<file path="config.mk">
export PLATFORM = sky130hd
export DESIGN_NAME = fan_ctrl_multi
export DESIGN_NICKNAME = d
export VERILOG_FILES = /design/src/rtl/fan_ctrl_multi.sv
export SDC_FILE = /design/constraint.sdc
export NUM_CORES = 1
export LEC_CHECK = 0
export CAP_MARGIN = 10
export CORE_MARGIN = 2
export CORE_UTILIZATION = 60
export CTS_BUF_LIST = sky130_fd_sc_hd__clkbuf_16
export CTS_CLUSTER_DIAMETER = 150
export DETAILED_ROUTE_END_ITERATION = 10
export DONT_BUFFER_PORTS = 1
export PLACE_DENSITY_LB_ADDON = 0.15
export SETUP_SLACK_MARGIN = 0.15
export SLEW_MARGIN = 10
export SYNTH_ARGS = -nofsm -noshare
export SYNTH_HDL_FRONTEND = slang
export SYNTH_SLANG_ARGS = --single-unit
</file>
<file path="constraint.sdc">
create_clock -name clk_i -period 20.5 [get_ports clk_i]
set_input_delay 4.1 -clock clk_i [delete_from_list [all_inputs] [get_ports clk_i]]
set_output_delay 4.1 -clock clk_i [all_outputs]
set_load 0.01 [all_outputs]
</file>
<file path="src/rtl/fan_ctrl_multi.sv">
// N-channel fan controller: one shared incremental PI update per enabled cycle, per-channel
// PWM from a shared period counter. Define FAN_KICKSTART_EN to compile the kick-start logic.
module fan_ctrl_multi #(
    parameter int CHANNELS      = 2,
    parameter int ADC_BITWIDTH  = 4,
    parameter int FRAC_BITWIDTH = 6,
    parameter int PWM_PERIOD    = 19,
    parameter int PWM_MIN       = 3,
    parameter int KICK_PERIODS  = 4
) (
    input  logic                                  clk_i,
    input  logic                                  rstn_i,
    input  logic                                  clk_en_i,
    input  logic [CHANNELS*ADC_BITWIDTH-1:0]      adc_i,
    input  logic [CHANNELS*ADC_BITWIDTH-1:0]      set_i,
    input  logic                                  sample_valid_i,
    output logic                                  sample_ready_o,
    input  logic [ADC_BITWIDTH+FRAC_BITWIDTH-1:0] b2_i,
    input  logic [ADC_BITWIDTH+FRAC_BITWIDTH-1:0] b0_i,
    output logic [CHANNELS-1:0]                   pwm_o,
    output logic [CHANNELS*ADC_BITWIDTH-1:0]      duty_o,
    output logic [CHANNELS-1:0]                   sat_o
);
    localparam int CW      = ADC_BITWIDTH + FRAC_BITWIDTH;
    localparam int AW      = CW + 2;
    localparam int EW      = ADC_BITWIDTH + 1;
    localparam int SW      = AW + ADC_BITWIDTH + 1;
    localparam int IW      = (CHANNELS > 1) ? $clog2(CHANNELS) : 1;
    localparam int TW      = $clog2(PWM_PERIOD + 1);
    localparam int U_MAX_I = ((1 << ADC_BITWIDTH) - 1) << FRAC_BITWIDTH;
    localparam logic signed [SW-1:0] U_MAX = SW'(U_MAX_I);

    if (CHANNELS < 1 || PWM_PERIOD < (1 << ADC_BITWIDTH) - 1 || KICK_PERIODS < 1) begin : g_param_check
        $error("fan_ctrl_multi: invalid parameter set");
    end

    typedef enum logic {IDLE, CALC} state_t;

    state_t                            state, state_nx;
    logic [IW-1:0]                     idx, idx_nx;
    logic                              accept, upd;
    logic [CHANNELS*ADC_BITWIDTH-1:0]  adc_q, set_q;
    logic signed [AW-1:0]              acc    [CHANNELS];
    logic signed [EW-1:0]              e_prev [CHANNELS];

    logic [ADC_BITWIDTH-1:0]           adc_sel, set_sel;
    logic signed [EW-1:0]              e_cur;
    logic signed [SW-1:0]              acc_x, ep_x, e_x, b2_x, b0_x, sum_full;
    logic signed [AW-1:0]              u_next;
    logic                              sat_next;

    logic [TW-1:0]                     cnt;
    logic                              wrap;
    logic [TW-1:0]                     thr_pend [CHANNELS];
    logic [TW-1:0]                     thr_act  [CHANNELS];

    // NOTE: sequential state uses non-blocking assignments so every register samples pre-edge values.
    always_ff @(posedge clk_i or negedge rstn_i) begin
        if (!rstn_i) begin
            state <= IDLE;
            idx   <= '0;
        end else begin
            state <= state_nx;
            idx   <= idx_nx;
        end
    end

    // NOTE: every output of this block gets a default first, so no path can infer a latch.
    always_comb begin
        state_nx       = state;
        idx_nx         = idx;
        sample_ready_o = 1'b0;
        accept         = 1'b0;
        upd            = 1'b0;
        case (state)
            IDLE: begin
                sample_ready_o = 1'b1;
                if (sample_valid_i) begin
                    accept   = 1'b1;
                    state_nx = CALC;
                    idx_nx   = '0;
                end
            end
            CALC: begin
                if (clk_en_i) begin
                    upd = 1'b1;
                    if (idx == IW'(CHANNELS - 1)) begin
                        state_nx = IDLE;
                        idx_nx   = '0;
                    end else begin
                        idx_nx = idx + 1'b1;
                    end
                end
            end
            default: state_nx = IDLE;
        endcase
    end

    // Sum is formed at SW bits, wide enough that extreme coefficients cannot wrap before the clamp.
    always_comb begin
        adc_sel  = adc_q[idx*ADC_BITWIDTH +: ADC_BITWIDTH];
        set_sel  = set_q[idx*ADC_BITWIDTH +: ADC_BITWIDTH];
        e_cur    = $signed({1'b0, set_sel}) - $signed({1'b0, adc_sel});
        acc_x    = SW'(acc[idx]);
        ep_x     = SW'(e_prev[idx]);
        e_x      = SW'(e_cur);
        b2_x     = SW'($signed(b2_i));
        b0_x     = SW'($signed(b0_i));
        sum_full = acc_x + b2_x * e_x + b0_x * ep_x;
        sat_next = 1'b1;
        if (sum_full[SW-1]) begin
            u_next = '0;
        end else if (sum_full > U_MAX) begin
            u_next = U_MAX[AW-1:0];
        end else begin
            u_next   = sum_full[AW-1:0];
            sat_next = 1'b0;
        end
    end

    // NOTE: the per-channel accumulator and error arrays are reset explicitly; they are state, not RAM.
    always_ff @(posedge clk_i or negedge rstn_i) begin
        if (!rstn_i) begin
            adc_q <= '0;
            set_q <= '0;
            sat_o <= '0;
            for (int i = 0; i < CHANNELS; i++) begin
                acc[i]    <= '0;
                e_prev[i] <= '0;
            end
        end else begin
            if (accept) begin
                adc_q <= adc_i;
                set_q <= set_i;
            end
            if (upd) begin
                acc[idx]    <= u_next;
                e_prev[idx] <= e_cur;
                sat_o[idx]  <= sat_next;
            end
        end
    end

    always_comb begin
        duty_o = '0;
        for (int i = 0; i < CHANNELS; i++) begin
            duty_o[i*ADC_BITWIDTH +: ADC_BITWIDTH] = acc[i][FRAC_BITWIDTH +: ADC_BITWIDTH];
            thr_pend[i] = TW'(acc[i][FRAC_BITWIDTH +: ADC_BITWIDTH]);
            if (thr_pend[i] != '0 && thr_pend[i] < TW'(PWM_MIN))
                thr_pend[i] = TW'(PWM_MIN);
        end
    end

    assign wrap = clk_en_i && (cnt == TW'(PWM_PERIOD - 1));

`ifdef FAN_KICKSTART_EN
    localparam int KW = $clog2(KICK_PERIODS + 1);
    logic [KW-1:0] kick [CHANNELS];
`endif

    // Active thresholds change only at the wrap, so each PWM period is whole.
    always_ff @(posedge clk_i or negedge rstn_i) begin
        if (!rstn_i) begin
            cnt <= '0;
            for (int i = 0; i < CHANNELS; i++) begin
                thr_act[i] <= '0;
`ifdef FAN_KICKSTART_EN
                kick[i]    <= '0;
`endif
            end
        end else if (clk_en_i) begin
            cnt <= wrap ? '0 : cnt + 1'b1;
            if (wrap) begin
                for (int i = 0; i < CHANNELS; i++) begin
                    thr_act[i] <= thr_pend[i];
`ifdef FAN_KICKSTART_EN
                    if (thr_act[i] == '0 && thr_pend[i] != '0)
                        kick[i] <= KW'(KICK_PERIODS);
                    else if (thr_pend[i] == '0)
                        kick[i] <= '0;
                    else if (kick[i] != '0)
                        kick[i] <= kick[i] - 1'b1;
`endif
                end
            end
        end
    end

    always_comb begin
        pwm_o = '0;
        for (int i = 0; i < CHANNELS; i++) begin
`ifdef FAN_KICKSTART_EN
            pwm_o[i] = (cnt < thr_act[i]) || (kick[i] != '0);
`else
            pwm_o[i] = (cnt < thr_act[i]);
`endif
        end
    end

endmodule

</file>
==> results of run 1 <==
==> cell usage after synthesis, drive strengths merged, types with 2 or more instances <==
cell	n
a211oi	2
a21boi	3
a21o	6
a21oi	23
a22o	14
a31oi	4
a41o	3
and2	36
and3	4
buf	13
clkbuf	19
dfrtp	67
fa	109
ha	64
inv	120
mux2	40
mux2i	10
nand2	53
nand2b	13
nand3	4
nand4	2
nor2	42
nor2b	18
nor4	2
o2111ai	2
o211ai	2
o21a	3
o21ai	21
or2	4
or3	2
xnor2	15
xor2	3
==> cell families (layout without fill, tap and decap cells) <==
group                    Yosys count  after routing  share of synthesized area [%]
XOR/XNOR                          18             18                           2.06
multiplexers                      50             50                           7.20
AND/OR/NAND/NOR                  185            185                           12.9
buffers and inverters            152            140                           7.98
flip-flops                        67             67                           21.9
AO/OA/AOI/OAI                     95             95                           8.97
adder cells (fa/ha/maj)          173            173                           39.0
==> worst max-delay path, delay by kind of cell <==
kind,cells,cell delay (ns)
AO/OA/AOI/OAI,3,0.62
adder cells (fa/ha/maj),6,2.96
AND/OR/NAND/NOR,6,1.71
buffers and inverters,2,0.13
==> cell type report <==
type                    count  area share (%)
flip-flops and latches     67            21.0
well taps                 172            2.69
inverters                 120            5.64
repair buffers              4           0.376
clock inverters             7           0.360
multi-input cells         521            67.1
clock buffers               9            2.82
==> sequential cells by signal, summed over array words and instances (netlist names) <==
signal	flops
acc	16
sat_o	2
adc_q	8
idx	1
cnt	5
thr_act	8
duty_o	8
set_q	8
e_prev	10
state	1
==> per-stage QoR <==
stage	utilization (%)	std cells
after global placement	61.8	884
after floorplan	-	740
after global routing	63.8	900
after CTS	63.8	900
after detailed placement	61.8	884
final	63.8	900
==> per-layer routing <==
layer,GRT usage (%),part of all wire (%),vias up
met5,0,0,-
met4,6.82,2.2,0
met3,5.46,2.8,18
met2,43.8,52,82
met1,32.9,43,2584
li1,-,-,2340
==> placed cells by master (no fill, tap or decap), types with 3 or more instances in the layout <==
master	synthesis	layout
o21ai_1	7	7
a41o_1	3	3
a21o_1	6	6
nor2b_1	18	18
nand3_1	4	4
a21boi_0	3	3
a22o_1	14	14
nand2_1	53	53
and3_1	3	3
dfrtp_1	67	67
xor2_1	3	3
a21oi_1	23	23
nor2_1	40	40
o21ai_0	14	14
mux2_2	40	40
ha_1	64	64
mux2i_1	10	10
nand2b_1	12	12
inv_1	120	123
clkbuf_16	0	9
buf_4	8	4
fa_1	109	109
a31oi_1	4	4
xnor2_1	15	15
and2_1	36	36
o21a_1	3	3
or2_2	4	4
==> final timing paths <==
kind / endpoint / slack (ns)
min reg2reg: e_prev[0]$_DFFE_PN0P_ / 0.48
min in group asynchronous: thr_act[3]$_DFFE_PN0P_ / 3.46
min: e_prev[0]$_DFFE_PN0P_ / 0.48
max in group asynchronous: acc[23]$_DFFE_PN0P_ / 16.92
max reg2reg: duty_o[3]$_DFFE_PN0P_ / 12.51
max: duty_o[3]$_DFFE_PN0P_ / 11.19
==> results, run 1 <==
- Summing over every cut layer, the via total after detailed routing is ~5000.
- The fraction of registers with async set or reset after synthesis is 100%.
- The cell count after synthesis came out at 740.
- The worst hold path was traced through 2 stages.
- The placed instances occupy a cell area of just under 8000 um2.
- After routing, the total negative slack on setup checks comes to 0 ns.
- Across the run, the number of max-cap violations was 0.
- Of the post-synthesis cell area, the dominant cell type holds between 20% and 30%.
- The number of gates given a new drive strength after cts is 0.
- The final layout contains 936 nets.
- The worst setup path is launched from a primary input.
- Global routing used 25.5% of the available tracks.
- The worst path uses 45.4% of the clock period.
- The sequential-to-total area share from yosys stat is a little over a fifth.
- Subtracting the final worst setup slack from the clock period gives approximately 9.3 ns.
- The residual antenna-violating net count after detailed routing is 0.
- In the routed design, unresolved DRC markers number 0.
- In this run, synthesis produced a sequential element count of 67.
- In this run the post-CTS setup repair buffer count came out at 0.
- The clock tree from TritonCTS is done.
- The first detailed-routing pass took 4 iterations.
- The post-detailed-routing wire length is between 15000 and 20000 um.
- The worst slew margin relative to its limit is 18.1%.
- The number of CTS-inserted buffers is 9.
- The first global-routing pass estimated ~27000 um of wire.
- The critical path required time is about 21 ns.
- The area overhead of the layout relative to synthesis is 4.43%.
- The number of antenna repair diodes is 0.
- The area of the core is between 10000 and 15000 um2.
- Across all hold checks on the routed design, the worst slack comes to ~0.48 ns.
- For this block, the initial DRC count from the detailed router was 341.
- The clock passes through at most 2 buffers.
- The startpoint of the worst setup timing path is b2_i[9].
- Setup repair after global routing left no endpoint under its margin.
- The worst setup path is captured at a flop.
- Traced cell by cell, the critical path runs through nor2b_1, fa_1, inv_1, fa_1, fa_1, fa_1, inv_1, fa_1, ha_1, and3_1, and3_1, o2111ai_1, a41o_1, nor4_4, nand4_4, nand2b_4, a22o_1.
- Counting flops with a built-in enable in the synthesized netlist gives 0.
- Setup violations remaining at the end of the flow were counted as 0.
- Among all flip-flop cells after synthesis, the most frequent one is dfrtp_1.
- The chip width is 117 um.
- The number of global-route vias before repair is 5523.
- The number of placed I/O pins is 53.
- The hold-fix buffer count after cts is 0.
- In this run the critical register-to-register path is launched from idx$_DFFE_PN0P_.
- The flow ran to the end, and the final reports show no timing, DRC or antenna violations.
- The number of placement rows is between 40 and 50.
- The routed length per placed instance is ~17 um.
- The startpoint of the worst hold path is e_prev[0]$_DFFE_PN0P_.
- The clock reaches the later pin of the worst-skew pair after 0.33 ns.
- The total number of H-tree levels is 3.
- Among the stages of the critical path, the cell type that occurs most often is fa_1.
- The worst-margin pin slew is 1.22 ns.
- The global route total overflow is 0.
- On the final layout, the worst clock skew is roughly 0.0046 ns.
- Static timing analysis puts the maximum clock frequency at 107 MHz.
- Buffers placed on the I/O ports in this run total 0.
- Clock tree synthesis found a total of between 60 and 70 sinks.
- The number of max-slew violations in the final report is 0.
- The netlist area before placement is 7650 um2.
- Prior to clock tree synthesis, the placed netlist has a worst setup slack of around 11 ns.
- The total number of yosys warnings is 0.
- The slowest stage of the critical path is the fa_1 cell.
- The detail-routed via count per cell is ~5.6.
- The half-perimeter wire length after detailed placement is around 13000 um.
- At the end of routability-driven placement, the weighted congestion stood at roughly 0.84.
- The floorplan step defined a die boundary enclosing 13700 um2.
- The clock-pin slew on the worst setup and hold paths is 0.05 ns.
- The initial antenna violation count came to 0.
- Along the worst path, the maximum fanout reaches 9.
- The number of nets handed over by synthesis was roughly 950.
- The depth of the worst register-to-register path is 23.
- Across the whole layout, storage elements account for 1680 um2.
- The chip height is 117 um.
- The initial utilization of the core area, before any placement, comes to between 60 and 70%.
- The maximum number of pins on one net before global-route repair is 68.
- On the worst path, the slowest cell contributes a delay of ~0.54 ns.
- The count of final hold-check violations is 0.
- The setup path with the least slack is of type primary input to flop.
- Ranked by total cell area, the synthesized netlist is headed by fa_1 (29%), dfrtp_1 (22%), ha_1 (10%).
- The final worst-path setup slack is around 11 ns.
- The multi-input combinational cells in the finished layout cover a total of 5360 um2.
- Fill cells in the final layout number ~1100.
- After synthesis, the mean cell area works out to just over 10 um2.
- The number of different library cells used by synthesis comes to 58.
- The ratio of cells with drive above 1 in the final layout is 9.89%.
- The total non-filler cell area in the finished layout is between 7000 and 8000 um2.
- The tightest min-delay check is of the flop to flop type.
- The biggest area contributor in the post-synthesis netlist is fa_1.
- The cell sitting at the root of the clock tree is a clkbuf_16.
- The endpoint arrival time on the critical path is around 9.5 ns.
Power of run 1 is left out: the tool's default activity adds up to more than one toggle a clock period on the data nets, which glitch-free logic cannot reach.
==> inputs of run 2 (changes only) <==
Clock period 20.5 ns to 8.55 ns, I/O delays scaled along.
==> run 2 against run 1 <==
Sequential cell count stayed put. Setup slack lost 10 ns. Hold slack better by 0.011 ns. Largest cell class unchanged. First-iteration DRC count down 22%. Final cell count rose by 0.11%.
==> results, run 2 (synthesis gave the netlist of run 1 again) <==
- The launching element type of the critical path is a flop.
- The number of max-slew violations in the final report is 0 (unchanged).
- The sequential cell area in the final layout is 1680 um2 (unchanged).
- The initial DRC count was 267 (-22%).
- The starting density of the core is 61.1% (unchanged).
- The total number of H-tree levels is 3 (unchanged).
- Setup repair after global routing left no endpoint under its margin.
- The setup TNS after final layout was 0 ns (unchanged).
- The total non-filler cell area in the finished layout is 8040 um2 (+0.63%).
- The DRC violation count after routing came to 0 (unchanged).
- The highest attainable clock frequency is roughly 130 MHz.
- The count of fill cells added during filler insertion came to 1052 (-0.75%).
- The insertion delay of the later-clocked pin in the worst-skew pair is 0.33 ns (about the same).
- In the finished design, the share of the clock period the worst path needs comes to 88.8%.
- The total die area is 13700 um2 (unchanged).
- The global route total overflow is 0 (unchanged).
- The number of antenna repair diodes is 0 (unchanged).
- In the final layout, the registers with the most flip-flops are acc: 16 flops, e_prev: 10 flops.
- The wire length of the first global-routing pass is 27600 um (+3.9%).
- The number of CTS-inserted buffers is 9 (unchanged).
- The count of final hold-check violations is 0 (unchanged).
- The clock-pin slew on the worst setup and hold paths is 0.05 ns (about the same).
- The number of global-route vias before repair is 5572 (+0.89%).
- The half-perimeter wire length after detailed placement was 13000 um (+2.5%).
- The worst-margin pin slew is 0.957 ns (-0.267 ns).
- The biggest fanout along the worst timing path is 13 (+4).
- The buffer levels on the longest clock path is 2 (unchanged).
- The tree is rooted in a clkbuf_16.
- The global router's overall resource usage came to 26.5% (+1.0 points).
- The flip-flop count of the largest register, all copies and words added is 16 (unchanged).
- The number of port buffers came to 0 (unchanged).
- The number of maximum-capacitance constraint violations was 0 (unchanged).
- The register with the most flip-flops in the final layout is acc.
- The detail-routed via count per cell is 5.62 (+0.62%).
- The cell area reported after detailed placement came to 7740 um2 (about the same).
- The kind of critical path is flop to flop.
- The ratio of cells with drive above 1 in the final layout was 10.7% (+0.81 points).
- The chip width came to 117 um (unchanged).
- The worst path in the final design needs a cycle of between 7 and 8 ns, including I/O delays and setup.
- The min-delay analysis places its worst path in the category flop to flop.
- TritonCTS built the clock tree.
- The flow ran to the end, and the final reports show no timing, DRC or antenna violations.
- The net total in the final layout is 937 (+0.11%).
- The number of placement rows came to 41 (unchanged).
- The routed length per placed instance is 18.0 um (+4.1%).
- The routability congestion estimate from global placement is 0.872 (+3.7%).
- The buffer count from post-CTS setup fixing is 0 (unchanged).
- The area of the core is 12500 um2 (unchanged).
- The worst hold slack is 0.487 ns (+0.0113 ns).
- The clock tree skew after final layout came to 0.00754 ns (+0.00295 ns).
- The first-pass detailed-route iteration total was 4 (unchanged).
- The top cell types in the final layout, fill and taps aside, are inv_1 (120), fa_1 (109), dfrtp_1 (67).
- The worst slew margin relative to its limit is 36.0% (+18 points).
- The residual antenna-violating net count after detailed routing is 0 (unchanged).
- The initial antenna violation count is 0 (unchanged).
- The area of the multi-input gates is 5360 um2 (about the same).
- The capturing element type of the critical path is a flop.
- The endpoint arrival time on the critical path is 7.81 ns (-1.72 ns).
- The hold-fix buffer count after cts is 0 (unchanged).
- The routed via count is 5061 (+0.74%).
- The core occupancy in the finished layout came to 64.2% (+0.40 points).
- The number of gates given a new drive strength after cts is 0 (unchanged).
- The maximum number of pins on one net before global-route repair is 68 (unchanged).
- The number of placed I/O pins is 53 (unchanged).
- The critical path required time is 8.77 ns (-11.94 ns).
- The leading cell type in the layout, fill and taps excluded is inv_1.
- The clock sink count is 67 (unchanged).
- The post-detailed-routing wire length is 16200 um (+4.2%).
- The chip height was 117 um (unchanged).
- The area overhead of the layout relative to synthesis is 5.09%.
- The number of setup violations in the final report is 0 (unchanged).
==> run 2: changes by cell type in the layout (fill, tap and decap cells not counted), sizes merged <==
| cell | delta |
|---|---|
| bufinv | +1 |
| clkinv | +1 |
| clkinvlp | +1 |
| inv | -3 |
| buf | +1 |
==> run 2: cell type report <==
type / instances / area share, %
multi-input cells: 521 / 66.7
well taps: 172 / 2.68
repair buffers: 5 / 0.467
clock buffers: 9 / 2.80
clock inverters: 7 / 0.856
inverters: 120 / 5.60
flip-flops and latches: 67 / 20.9
==> run 2: path summary, 6_finish.rpt <==
check | startpoint | to | depth (start not counted) | slack (ns)
max | idx$_DFFE_PN0P_ | duty_o[3]$_DFFE_PN0P_ | 22 | 0.96
max in group asynchronous | rstn_i | acc[23]$_DFFE_PN0P_ | 0 | 7.38
min reg2reg | acc[22]$_DFFE_PN0P_ | acc[22]$_DFFE_PN0P_ | 1 | 0.49
max reg2reg | idx$_DFFE_PN0P_ | duty_o[3]$_DFFE_PN0P_ | 22 | 0.96
min in group asynchronous | rstn_i | acc[2]$_DFFE_PN0P_ | 0 | 1.07
min | acc[22]$_DFFE_PN0P_ | acc[22]$_DFFE_PN0P_ | 1 | 0.49
==> run 2: critical path, stage by stage (launching register included) <==
cell      delay [ns]
dfrtp_1         0.58
mux2i_1         0.26
ha_1            0.17
inv_1           0.07
fa_1            0.46
a21o_1          0.20
a21o_1          0.38
or2_2           0.39
fa_1            0.51
fa_1            0.52
fa_1            0.52
fa_1            0.54
inv_1           0.06
fa_1            0.47
ha_1            0.36
a21o_1          0.21
a221oi_2        0.36
mux2i_1         0.33
o311ai_4        0.15
nor4_4          0.33
nand4_4         0.21
nand2b_4        0.20
a22o_1          0.19
==> run 2: routing by layer <==
metal | wire length (um) | up-vias | global-route usage [%]
li1 | - | 2347 | -
met2 | 8260 | 94 | 45.4
met1 | 6920 | 2584 | 34.3
met5 | 0 | - | 0
met4 | 521 | 0 | 8.63
met3 | 531 | 36 | 4.84
==> run 2: metrics by stage <==
step                instances  worst slack [ns]
floorplan                 740              1.01
global placement          885              1.17
detailed placement        885             0.946
CTS                       901             0.926
global route              901             0.540
finish                    901             0.959
Power of run 2 is left out for the same reason.
==> inputs of run 3 (changes only) <==
Settings changed: TNS_END_PERCENT set to 30.
==> results of run 3 <==
The final DEF is identical to that of run 2; final timing and power are the same.
Power of run 3 is left out for the same reason.
